--- src/rtl/relu_rr_arbiter.sv ---
// relu_rr_arbiter: round-robin, burst-locked sharing of one ReLU datapath between NUM_REQ streams.
// Defining RELU_ARB_BYPASS_EN adds the relu_bypass input, which passes accepted words through unmodified.

module relu (
  input  logic [31:0] i_data,
  output logic [31:0] o_data
);

  // A word with bit 30 set is clamped to zero
  always_comb begin
    if (i_data[30]) begin
      o_data = 32'h0000_0000;
    end else begin
      o_data = i_data;
    end
  end

endmodule

module relu_rr_arbiter #(
  parameter  int NUM_REQ = 4,
  parameter  int BURST   = 8,
  localparam int ID_W    = $clog2(NUM_REQ)
) (
  input  logic                  clk,
  input  logic                  rst_n,
  input  logic [NUM_REQ-1:0]    req_valid,
  input  logic [32*NUM_REQ-1:0] req_data,
  input  logic [NUM_REQ-1:0]    req_last,
  output logic [NUM_REQ-1:0]    req_ready,
  output logic                  out_valid,
  output logic [31:0]           out_data,
  output logic [ID_W-1:0]       out_id,
  output logic                  out_last,
  input  logic                  out_ready,
`ifdef RELU_ARB_BYPASS_EN
  input  logic                  relu_bypass,
`endif
  output logic                  busy
);

  typedef enum logic {
    S_IDLE  = 1'b0,
    S_GRANT = 1'b1
  } state_t;

  state_t          r_state;
  state_t          w_state_nxt;
  logic [ID_W-1:0] r_ptr;
  logic [ID_W-1:0] r_gnt;
  logic [7:0]      r_beat_cnt;
  logic            r_out_valid;
  logic [31:0]     r_out_data;
  logic [ID_W-1:0] r_out_id;
  logic            r_out_last;

  logic [ID_W:0]   w_sum  [NUM_REQ];
  logic [ID_W-1:0] w_cand [NUM_REQ];
  logic [ID_W-1:0] w_sel;
  logic            w_found;
  logic [31:0]     w_sel_data;
  logic            w_sel_last;
  logic [31:0]     w_relu_out;
  logic [31:0]     w_load_data;
  logic            w_gnt_ready;
  logic            w_accept;
  logic            w_release;

  // Candidate k is requester (ptr + 1 + k) mod NUM_REQ, i.e. scan order starting after ptr
  always_comb begin
    for (int k = 0; k < NUM_REQ; k++) begin
      w_sum[k] = {1'b0, r_ptr} + (ID_W+1)'(k + 1);
      if (w_sum[k] >= (ID_W+1)'(NUM_REQ)) begin
        w_cand[k] = ID_W'(w_sum[k] - (ID_W+1)'(NUM_REQ));
      end else begin
        w_cand[k] = w_sum[k][ID_W-1:0];
      end
    end
  end

  // Walk candidates from last to first so the earliest valid one in scan order wins
  always_comb begin
    w_found = |req_valid;
    w_sel   = '0;
    for (int k = NUM_REQ - 1; k >= 0; k--) begin
      w_sel = req_valid[w_cand[k]] ? w_cand[k] : w_sel;
    end
  end

  // Route the granted requester's word and last flag to the datapath
  always_comb begin
    w_sel_data = 32'h0000_0000;
    w_sel_last = 1'b0;
    for (int i = 0; i < NUM_REQ; i++) begin
      w_sel_data = (r_gnt == ID_W'(i)) ? req_data[32*i +: 32] : w_sel_data;
      w_sel_last = (r_gnt == ID_W'(i)) ? req_last[i]          : w_sel_last;
    end
  end

  relu u_relu (
    .i_data (w_sel_data),
    .o_data (w_relu_out)
  );

`ifdef RELU_ARB_BYPASS_EN
  assign w_load_data = relu_bypass ? w_sel_data : w_relu_out;
`else
  assign w_load_data = w_relu_out;
`endif

  assign w_gnt_ready = !r_out_valid || out_ready;
  assign w_accept    = (r_state == S_GRANT) && req_valid[r_gnt] && w_gnt_ready;
  assign w_release   = w_accept && ((r_beat_cnt == 8'(BURST - 1)) || w_sel_last);

  // State register
  always_ff @(posedge clk or negedge rst_n) begin
    if (!rst_n) begin
      r_state <= S_IDLE;
    end else begin
      r_state <= w_state_nxt;
    end
  end

  // Next-state: a grant stays locked until its burst limit or a last word
  always_comb begin
    w_state_nxt = r_state;
    case (r_state)
      S_IDLE:  w_state_nxt = w_found   ? S_GRANT : S_IDLE;
      S_GRANT: w_state_nxt = w_release ? S_IDLE  : S_GRANT;
      default: w_state_nxt = S_IDLE;
    endcase
  end

  // FSM outputs: only the owner may see ready, and only when the output slot can take a word
  always_comb begin
    req_ready = '0;
    busy      = r_out_valid;
    case (r_state)
      S_GRANT: begin
        req_ready[r_gnt] = w_gnt_ready;
        busy             = 1'b1;
      end
      default: begin
        req_ready = '0;
        busy      = r_out_valid;
      end
    endcase
  end

  // Grant owner, round-robin pointer and beat counter
  always_ff @(posedge clk or negedge rst_n) begin
    if (!rst_n) begin
      r_ptr      <= ID_W'(NUM_REQ - 1);
      r_gnt      <= '0;
      r_beat_cnt <= 8'd0;
    end else if ((r_state == S_IDLE) && w_found) begin
      r_gnt      <= w_sel;
      r_beat_cnt <= 8'd0;
    end else if (w_accept) begin
      r_beat_cnt <= r_beat_cnt + 8'd1;
      r_ptr      <= w_release ? r_gnt : r_ptr;
    end
  end

  // One-entry output register; a load wins over a drain in the same cycle
  always_ff @(posedge clk or negedge rst_n) begin
    if (!rst_n) begin
      r_out_valid <= 1'b0;
      r_out_data  <= 32'h0000_0000;
      r_out_id    <= '0;
      r_out_last  <= 1'b0;
    end else if (w_accept) begin
      r_out_valid <= 1'b1;
      r_out_data  <= w_load_data;
      r_out_id    <= r_gnt;
      r_out_last  <= w_sel_last;
    end else if (out_ready) begin
      r_out_valid <= 1'b0;
    end
  end

  assign out_valid = r_out_valid;
  assign out_data  = r_out_data;
  assign out_id    = r_out_id;
  assign out_last  = r_out_last;

endmodule

--- config.mk ---
export PLATFORM = sky130hd
export DESIGN_NAME = relu_rr_arbiter
export DESIGN_NICKNAME = d
export VERILOG_FILES = /design/src/rtl/relu_rr_arbiter.sv
export SDC_FILE = /design/constraint.sdc
export NUM_CORES = 1
export LEC_CHECK = 0
export BUFFER_PORTS_ARGS = -buffer_cell sky130_fd_sc_hd__buf_2
export CORE_MARGIN = 2
export CORE_UTILIZATION = 25
export CTS_CLUSTER_SIZE = 40
export DETAILED_ROUTE_END_ITERATION = 12
export HOLD_SLACK_MARGIN = 0.05
export PLACE_DENSITY_LB_ADDON = 0.15
export SETUP_SLACK_MARGIN = 0.2
export SKIP_CTS_REPAIR_TIMING = 1
export SLEW_MARGIN = 20
export SYNTH_ARGS = -nofsm -noshare
export SYNTH_HDL_FRONTEND = slang
export SYNTH_SLANG_ARGS = --single-unit
--- constraint.sdc ---
create_clock -name clk -period 2.8 [get_ports clk]
set_clock_uncertainty 0.1 [all_clocks]
set_input_delay 0 -clock clk [delete_from_list [all_inputs] [get_ports clk]]
set_output_delay 0 -clock clk [all_outputs]
set_load 0.02 [all_outputs]
# Word level (Yosys, flattened, before mapping)
# Cells that the tools add are included.
# word_totals
in_bits	139
out_inout_bits	41
reg_bits	49
wordCells	85
# op_classes
n_lt_le_gt_ge	10
bitwise_logic	3
eq_ne	4
n_reduce_logical	13
muxes	38
add_sub_neg	9
# op_table
cell	count
$mux 32	5
$mux 2	8
$mux 8	2
$lt 2x3->1 const B	5
$mux 1	15
$ge 3x3->1 const B	4
$bmux 1 s2	5
$add 8x1->8 const B	1
$eq 8x3->1 const B	1
$sub 2x1->2 const B	4
$add 2x2->3 const B	2
$logic_and 1x1->1	5
$and 4x4->4	1
$eq 2x2->1 const B	2
$mux 4	1
$reduce_bool 2->1	2
$reduce_or 4->1	1
$add 2x1->3 const B	1
$add 2x3->3 const B	1
$reduce_and 3->1	1
$demux 1 s2	1
$eq 2x1->1 const B	1
$ge 2x1->1 const B	1
$logic_not 2->1	1
4 further kinds	6

# Longest topological paths before layout
# Gate-level depths: netlist (run 1).
# logic_depth
ltp_word	9
ltp_mapped	6

# Hierarchy
# A second synthesis (run 1) with hierarchy kept.
# hier_totals
cells_unflattened	237
hier_area_um2	3141.8
# modules_own_cells
module	cells_each	area_per_inst_um2	seq_area_each_um2	instances
relu_rr_arbiter	201	2902.8	1228.7	1
relu	36	239.0	0.0	1

# Worst setup path before layout (run 1)
# Ideal clock, no wire load.
# synth_timing
kind	reg2reg
startpoint	reg r_gnt[0]
endpoint	reg r_beat_cnt[4]
path_slack_ps	937
arrival_ps	1639
path_buffers	1
path_stages_with_launch	6
synth_period_minus_slack_ps	1863
cell_sequence	dfrtp_1 mux4_2 and3_1 buf_6 and3_1 a211o_1
# synth_via
elab_chain_cells	5
# synth_rtl
item	line_no	text
from (decl)	50	logic [ID_W-1:0] r_gnt;
from (signal assigned)	157	r_gnt <= w_sel;
$bmux 1 s2	112	assign w_accept = (r_state == S_GRANT) && req_valid[r_gnt] && w_gnt_ready;
$mux 1 (not written as such)	112	
$logic_and 1x1->1 (2 in a row)	112	
$reduce_bool 2->1 (no source line)	n/a	
to (signal assigned)	160	r_beat_cnt <= r_beat_cnt + 8'd1;
to (decl)	51	logic [7:0] r_beat_cnt;
# Every way passes these cells. The select of a mux whose other input is x is not followed.
# A chain may end at the register's enable or synchronous reset.

# Worst setup path in the final report (run 1)
# layout_timing
startpoint	reg r_gnt[0]
endpoint	reg r_out_data[0] (netlist: out_data[0])
# layout_via
elab_chain_cells	6
# layout_rtl
item	line_no	text
$logic_not 2->1	95	w_sel_data = (r_gnt == ID_W'(i)) ? req_data[32*i +: 32] : w_sel_data;
$mux 32 (4 in a row)	95	
$mux 32	11	if (i_data[30]) begin
to (signal assigned)	174	r_out_data <= w_load_data;
to (decl)	53	logic [31:0] r_out_data;
# Several ways; a longest one is shown, not always the timed one. The select of a mux whose other input is x is not followed.

==> results of run 1 <==
[Yosys cell counts (2+ instances only)]
master    count  share of area, %
or4_1         2              0.51
a211o_1       4               1.2
o31ai_1       2              0.51
mux2_1        2              0.77
a21oi_1       6               1.0
o21ai_1      34               5.8
and3_1        4              0.86
nand3_1       3              0.51
dfstp_2       2               1.8
dfrtp_1      46                39
nor3b_1       3              0.77
o21ai_0       3              0.51
nor2_1        8               1.0
nand2_1      45               5.8
buf_2         8               1.4
mux2i_1       4               1.4
nand2b_1      3              0.64
clkbuf_1      7              0.90
mux4_2       34                26
nor3_1        5              0.86
inv_1        33               4.2
[tightest hold or removal path: stages]
cell	delay (ns)
buf_2	0.15
mux2i_1	0.13
o21ai_1	0.07
[path summary, 6_finish.rpt]
check	slack (ns)	startpoint	end	cells past startpoint
setup / recovery	0.65	r_gnt[0]$_DFFE_PN0N_	out_data[0]$_DFFE_PN0P_	5
hold / removal	0.02	req_valid[1]	out_id[0]$_DFFE_PN0P_	3
setup reg to reg	0.65	r_gnt[0]$_DFFE_PN0N_	out_data[0]$_DFFE_PN0P_	5
hold reg to reg	0.37	out_last$_DFFE_PN0P_	out_last$_DFFE_PN0P_	2
max in group asynchronous	1.82	rst_n	out_data[10]$_DFFE_PN0P_	4
min in group asynchronous	0.08	rst_n	r_beat_cnt[3]$_DFFE_PN0P_	2
[registers in the layout, summed over array words and instances (netlist names)]
register	flops
r_beat_cnt	8
r_state	1
r_ptr	2
r_gnt	2
out_valid	1
out_data	31
out_id	2
out_last	1
[layer usage]
layer | vias to the layer above | share of wire, %
li1 | 1311 | -
met1 | 1295 | 40
met2 | 110 | 52
met3 | 9 | 7.5
met4 | 0 | 1.1
met5 | - | 0
[cells by family after synthesis]
| group | count (synthesis) | share of synthesized area (%) |
|---|---|---|
| mux | 42 | 29.2 |
| other cells | 1 | 0.128 |
| flops | 48 | 41.2 |
| buf+inv | 51 | 7.28 |
| simple gates | 78 | 12.3 |
| compound gates | 50 | 9.46 |
| fa+ha+maj | 1 | 0.428 |
[report_power, final]
group	internal (mW)	total (mW)	switching (mW)
Clock	0.358	0.613	0.256
Combinational	0.951	2.13	1.18
Sequential	0.951	1.12	0.167
[final cells by class]
class | instances | area (sq um)
clock buffer | 7 | 143
clock inverter | 1 | 8.76
fill | 1209 | 7270
inverter | 33 | 124
multi-input combinational | 172 | 1510
sequential | 48 | 1210
tap | 143 | 179
timing repair buffer | 188 | 981
==> results_dict.tcl, run 1 <==
set metrics [dict create \
    dpl_worst_slack_ns 0.646 \
    fin_setup_tns_ns 0 \
    cp_data_required_time_ns 2.86 \
    synth_cell_types 34 \
    die_area_sq_um 12600 \
    antenna_found_initial 0 \
    placed_cell_area_sq_um 3970 \
    mostFrequentLayoutCells "buf_2 (178), nand2_1 (45), dfrtp_1 (44)" \
    cpLargestDelayFamily "multiplexers" \
    die_x_um 112 \
    h-tree-depth 2 \
    final_common_cell "buf_2" \
    wl_per_cell_um 14.7 \
    grt_usage_pct 13.9 \
    hpwlAfterDp_um 6630 \
    p_per_area_nw_per_um2 931 \
    ir_drop_v 0.000455 \
    worst_path_max_delay_cell "mux4_2" \
    grt_max_degree 40 \
    use_met3_pct 3.62 \
    busiest_layer "met2" \
    crit_fanout 31 \
    stdcell_count 592 \
    grt_pass1_vias 2781 \
    synth_edf_count 0 \
    cts_tree "yes" \
    cp-end-kind "register" \
    status "finished clean" \
    whs_ns 0.0193 \
    cts_buffers 5 \
    yosys_register_bits 48 \
    synth_area_sq_um 2920 \
    synth_ff_type "dfrtp_1" \
    clock_path_buffers 2 \
    area_growth_pct 41.9 \
    num_rows 39 \
    layout_setup_ws_ns 0.649 \
    syn_area_per_cell_sq_um 10.8 \
    vias 2725 \
    antenna_cells 0 \
    cts_num_sinks 48 \
    path_clk_slew_ns 0.06 \
    post-route-min-period_ns 2.15 \
    routed_wl_um 8700 \
    ant_nets 0 \
    clock_latency_ns 0.28 \
    grt_first_pass_wirelength_um 13900 \
    io_buffers 178 \
    p_total_mw 3.86 \
    setup_viol 0 \
    nets 588 \
    max_stage_delay_ns 0.56 \
    startpoint_type "register" \
    drt_first_iter_violations 108 \
    cp.arrival_ns 2.21 \
    fmax_mhz 465 \
    crit_buf_inv 1 \
    seq_area_frac_synth_pct 41.2 \
    crit_type "reg -> reg" \
    power_leakage_nw 2.18 \
    gp_congestion 0.743 \
    async_reset_ff_share_pct 100 \
    groute.layer.met1.usage_pct 16.7 \
    drive_gt1_share_pct 52.8 \
    use_met2_pct 24.8 \
    drt-vias-per-instance 4.60 \
    fin_crit_sh_pct 76.8 \
    dp_cells 582 \
    hold_violations 0 \
    yosysWarnings 0 \
    min_path_type "in -> reg" \
    synthesis.nets 411 \
    root_buffer "clkbuf_16" \
    die_y_um 112 \
    path_cells "mux4_2 -> and3_1 -> nand2b_1 -> buf_4 -> o21ai_1" \
    drv_cap 0 \
    final-max-slew-violation-count 0 \
    rsz0062_at_grt "false" \
    final_util_pct 36.3 \
    synth_cells 271 \
    first_pass_iters 4 \
    num_io_pins 180 \
    floorplan.initialDensity_pct 25.6 \
    grt_overflow 0 \
    stdcell_area_sq_um 4150 \
    core_area_sq_um 11400 \
    drc 0 \
]
No activity file was read; power rests on OpenSTA's default activity.
==> run 2, diff against run 1 <==
==> constraint.sdc (replaced) <==
create_clock -name clk -period 1.99 [get_ports clk]
set_clock_uncertainty 0.1 [all_clocks]
set_input_delay 0 -clock clk [delete_from_list [all_inputs] [get_ports clk]]
set_output_delay 0 -clock clk [all_outputs]
set_load 0.02 [all_outputs]
==> run 2 against run 1 <==
Net effect: global-route usage down 0.44 points; sequential power up 42%; clock power up 37%; highest routed layer unchanged; critical path type unchanged.
==> results_dict.tcl, run 2 (synthesis results as in run 1) <==
set metrics [dict create \
    status "finished clean" \
    crit_top_cell "and3_4" \
    io_buffers 178 \
    gp_congestion 0.766 \
    whs_endpoint "r_gnt[0]$_DFFE_PN0N_" \
    setup_viol 0 \
    crit_fanout 5 \
    path_cells "mux4_2 -> and3_4 -> and3_4 -> a211o_1" \
    final_common_cell "buf_2" \
    holdPathStages 3 \
    hold_violations 0 \
    cts_tree "yes" \
    vias 2775 \
    reg2reg_slack_ns 0.15 \
    nets 598 \
    grt_first_pass_wirelength_um 13700 \
    drive_gt1_share_pct 56.0 \
    routed_wl_um 8600 \
    cp-end-kind "register" \
    die_y_um 112 \
    core_area_sq_um 11400 \
    root_buffer "clkbuf_16" \
    mostFrequentLayoutCells "buf_2 (178), nand2_1 (45), dfrtp_1 (44)" \
    min_path_type "in -> reg" \
    fillers 1177 \
    fmax_mhz 542 \
    timing.rr.end "r_beat_cnt[5]$_DFFE_PN0P_" \
    antenna_found_initial 0 \
    die_x_um 112 \
    wl_per_cell_um 14.3 \
    startpoint_type "register" \
    grt_max_degree 34 \
    floorplan.initialDensity_pct 25.6 \
    cp.arrival_ns 1.91 \
    largest_register_ffs 31 \
    num_rows 39 \
    first_pass_iters 4 \
    fin_setup_tns_ns 0 \
    drc 0 \
    hpwlAfterDp_um 6550 \
    rsz0062_at_grt "true" \
    grt_overflow 0 \
    p_total_mw 5.75 \
    area_growth_pct 48.7 \
    ir_drop_v 0.000734 \
    grt_usage_pct 13.4 \
    max_stage_delay_ns 0.58 \
    final-max-slew-violation-count 0 \
    cts_num_sinks 48 \
    cts_buffers 5 \
    die_area_sq_um 12600 \
    path_clk_slew_ns 0.06 \
    worst_pin_slew_ns 0.583 \
    drt_first_iter_violations 121 \
    regToRegStartpoint "r_gnt[0]$_DFFE_PN0N_" \
    worst_path_max_delay_cell "mux4_2" \
    clock_path_buffers 2 \
    fin_crit_sh_pct 92.7 \
    drv_cap 0 \
    maxSlewHeadroom_pct 61.1 \
    drt-vias-per-instance 4.61 \
    h-tree-depth 2 \
    min-delay-start "req_valid[2]" \
    power_leakage_nw 2.25 \
    antenna_cells 0 \
    num_io_pins 180 \
    crit_type "reg -> reg" \
    p_per_area_nw_per_um2 1320 \
    r2r_cells 4 \
    grt_pass1_vias 2915 \
    clock_latency_ns 0.28 \
    post-route-min-period_ns 1.84 \
    ant_nets 0 \
    cp_data_required_time_ns 2.06 \
]
==> run 2: cell types whose count changed in the layout (fill, tap and decap cells not counted), sizes merged <==
cell,delta
and3,+1
buf,+6
clkbuf,+2
clkinv,-1
dlygate4sd3,+2
==> run 2: how the worst max path moves through the flow <==
stage / startpoint / cells past startpoint / to / slack, ns
CTS: r_gnt[0]$_DFFE_PN0N_ / 5 / out_data[23]$_DFFE_PN0P_ / 0.08
detailed placement: r_gnt[0]$_DFFE_PN0N_ / 5 / out_data[23]$_DFFE_PN0P_ / 0.09
finish: r_gnt[0]$_DFFE_PN0N_ / 4 / r_beat_cnt[5]$_DFFE_PN0P_ / 0.15
floorplan: r_gnt[0]$_DFFE_PN0N_ / 5 / r_ptr[1]$_DFFE_PN1P_ / 0.13
global route: r_gnt[0]$_DFFE_PN0N_ / 4 / r_beat_cnt[4]$_DFFE_PN0P_ / 0.1
global placement: r_gnt[0]$_DFFE_PN0N_ / 4 / r_beat_cnt[0]$_DFFE_PN0P_ / 0.12
==> run 2: through the flow <==
step	worst slack, ns	instance area [sq um]	hold slack, ns	utilization, %	std cells
finish	0.146	4350	0.0602	38.1	602
global placement	0.121	4020	-0.0605	35.2	584
CTS	0.0835	4170	-0.363	36.5	592
global route	0.0997	4350	0.0799	38.1	602
detailed placement	0.0937	4020	-0.0588	35.2	584
floorplan	0.135	2930	-0.396	-	271
==> run 2: metal layers <==
| layer | wire, um | global-route usage (%) | vias to the layer above | share of wire, % |
|---|---|---|---|---|
| met3 | 602 | 3.35 | 2 | 7.0 |
| li1 | - | - | 1340 | - |
| met2 | 4530 | 24.6 | 104 | 53 |
| met4 | 36 | 3.17 | 0 | 0.42 |
| met5 | 0 | 0 | - | 0 |
| met1 | 3440 | 15.8 | 1329 | 40 |
==> run 2: cell type report <==
type                    instances  area (sq um)  share of cell area (%)
clock buffers                   8           146                    3.37
repair buffers                197          1110                    25.5
multi-input cells             173          1580                    36.4
flip-flops and latches         48          1210                    27.7
inverters                      33           124                    2.85
well taps                     143           179                    4.12
==> run 2: critical path, delay by kind of cell, from the launching register on <==
family	cells	cell delay [ns]
AO/OA/AOI/OAI	1	0.22
flip-flops	1	0.42
multiplexers	1	0.58
AND/OR/NAND/NOR	2	0.42
==> run 2: report_power, final <==
| group | total (mW) | leakage, nW | switching, mW | internal [mW] |
|---|---|---|---|---|
| combinational | 3.32 | 1.56 | 1.74 | 1.58 |
| sequential | 1.59 | 0.616 | 0.254 | 1.34 |
| clock | 0.842 | 0.0712 | 0.340 | 0.502 |
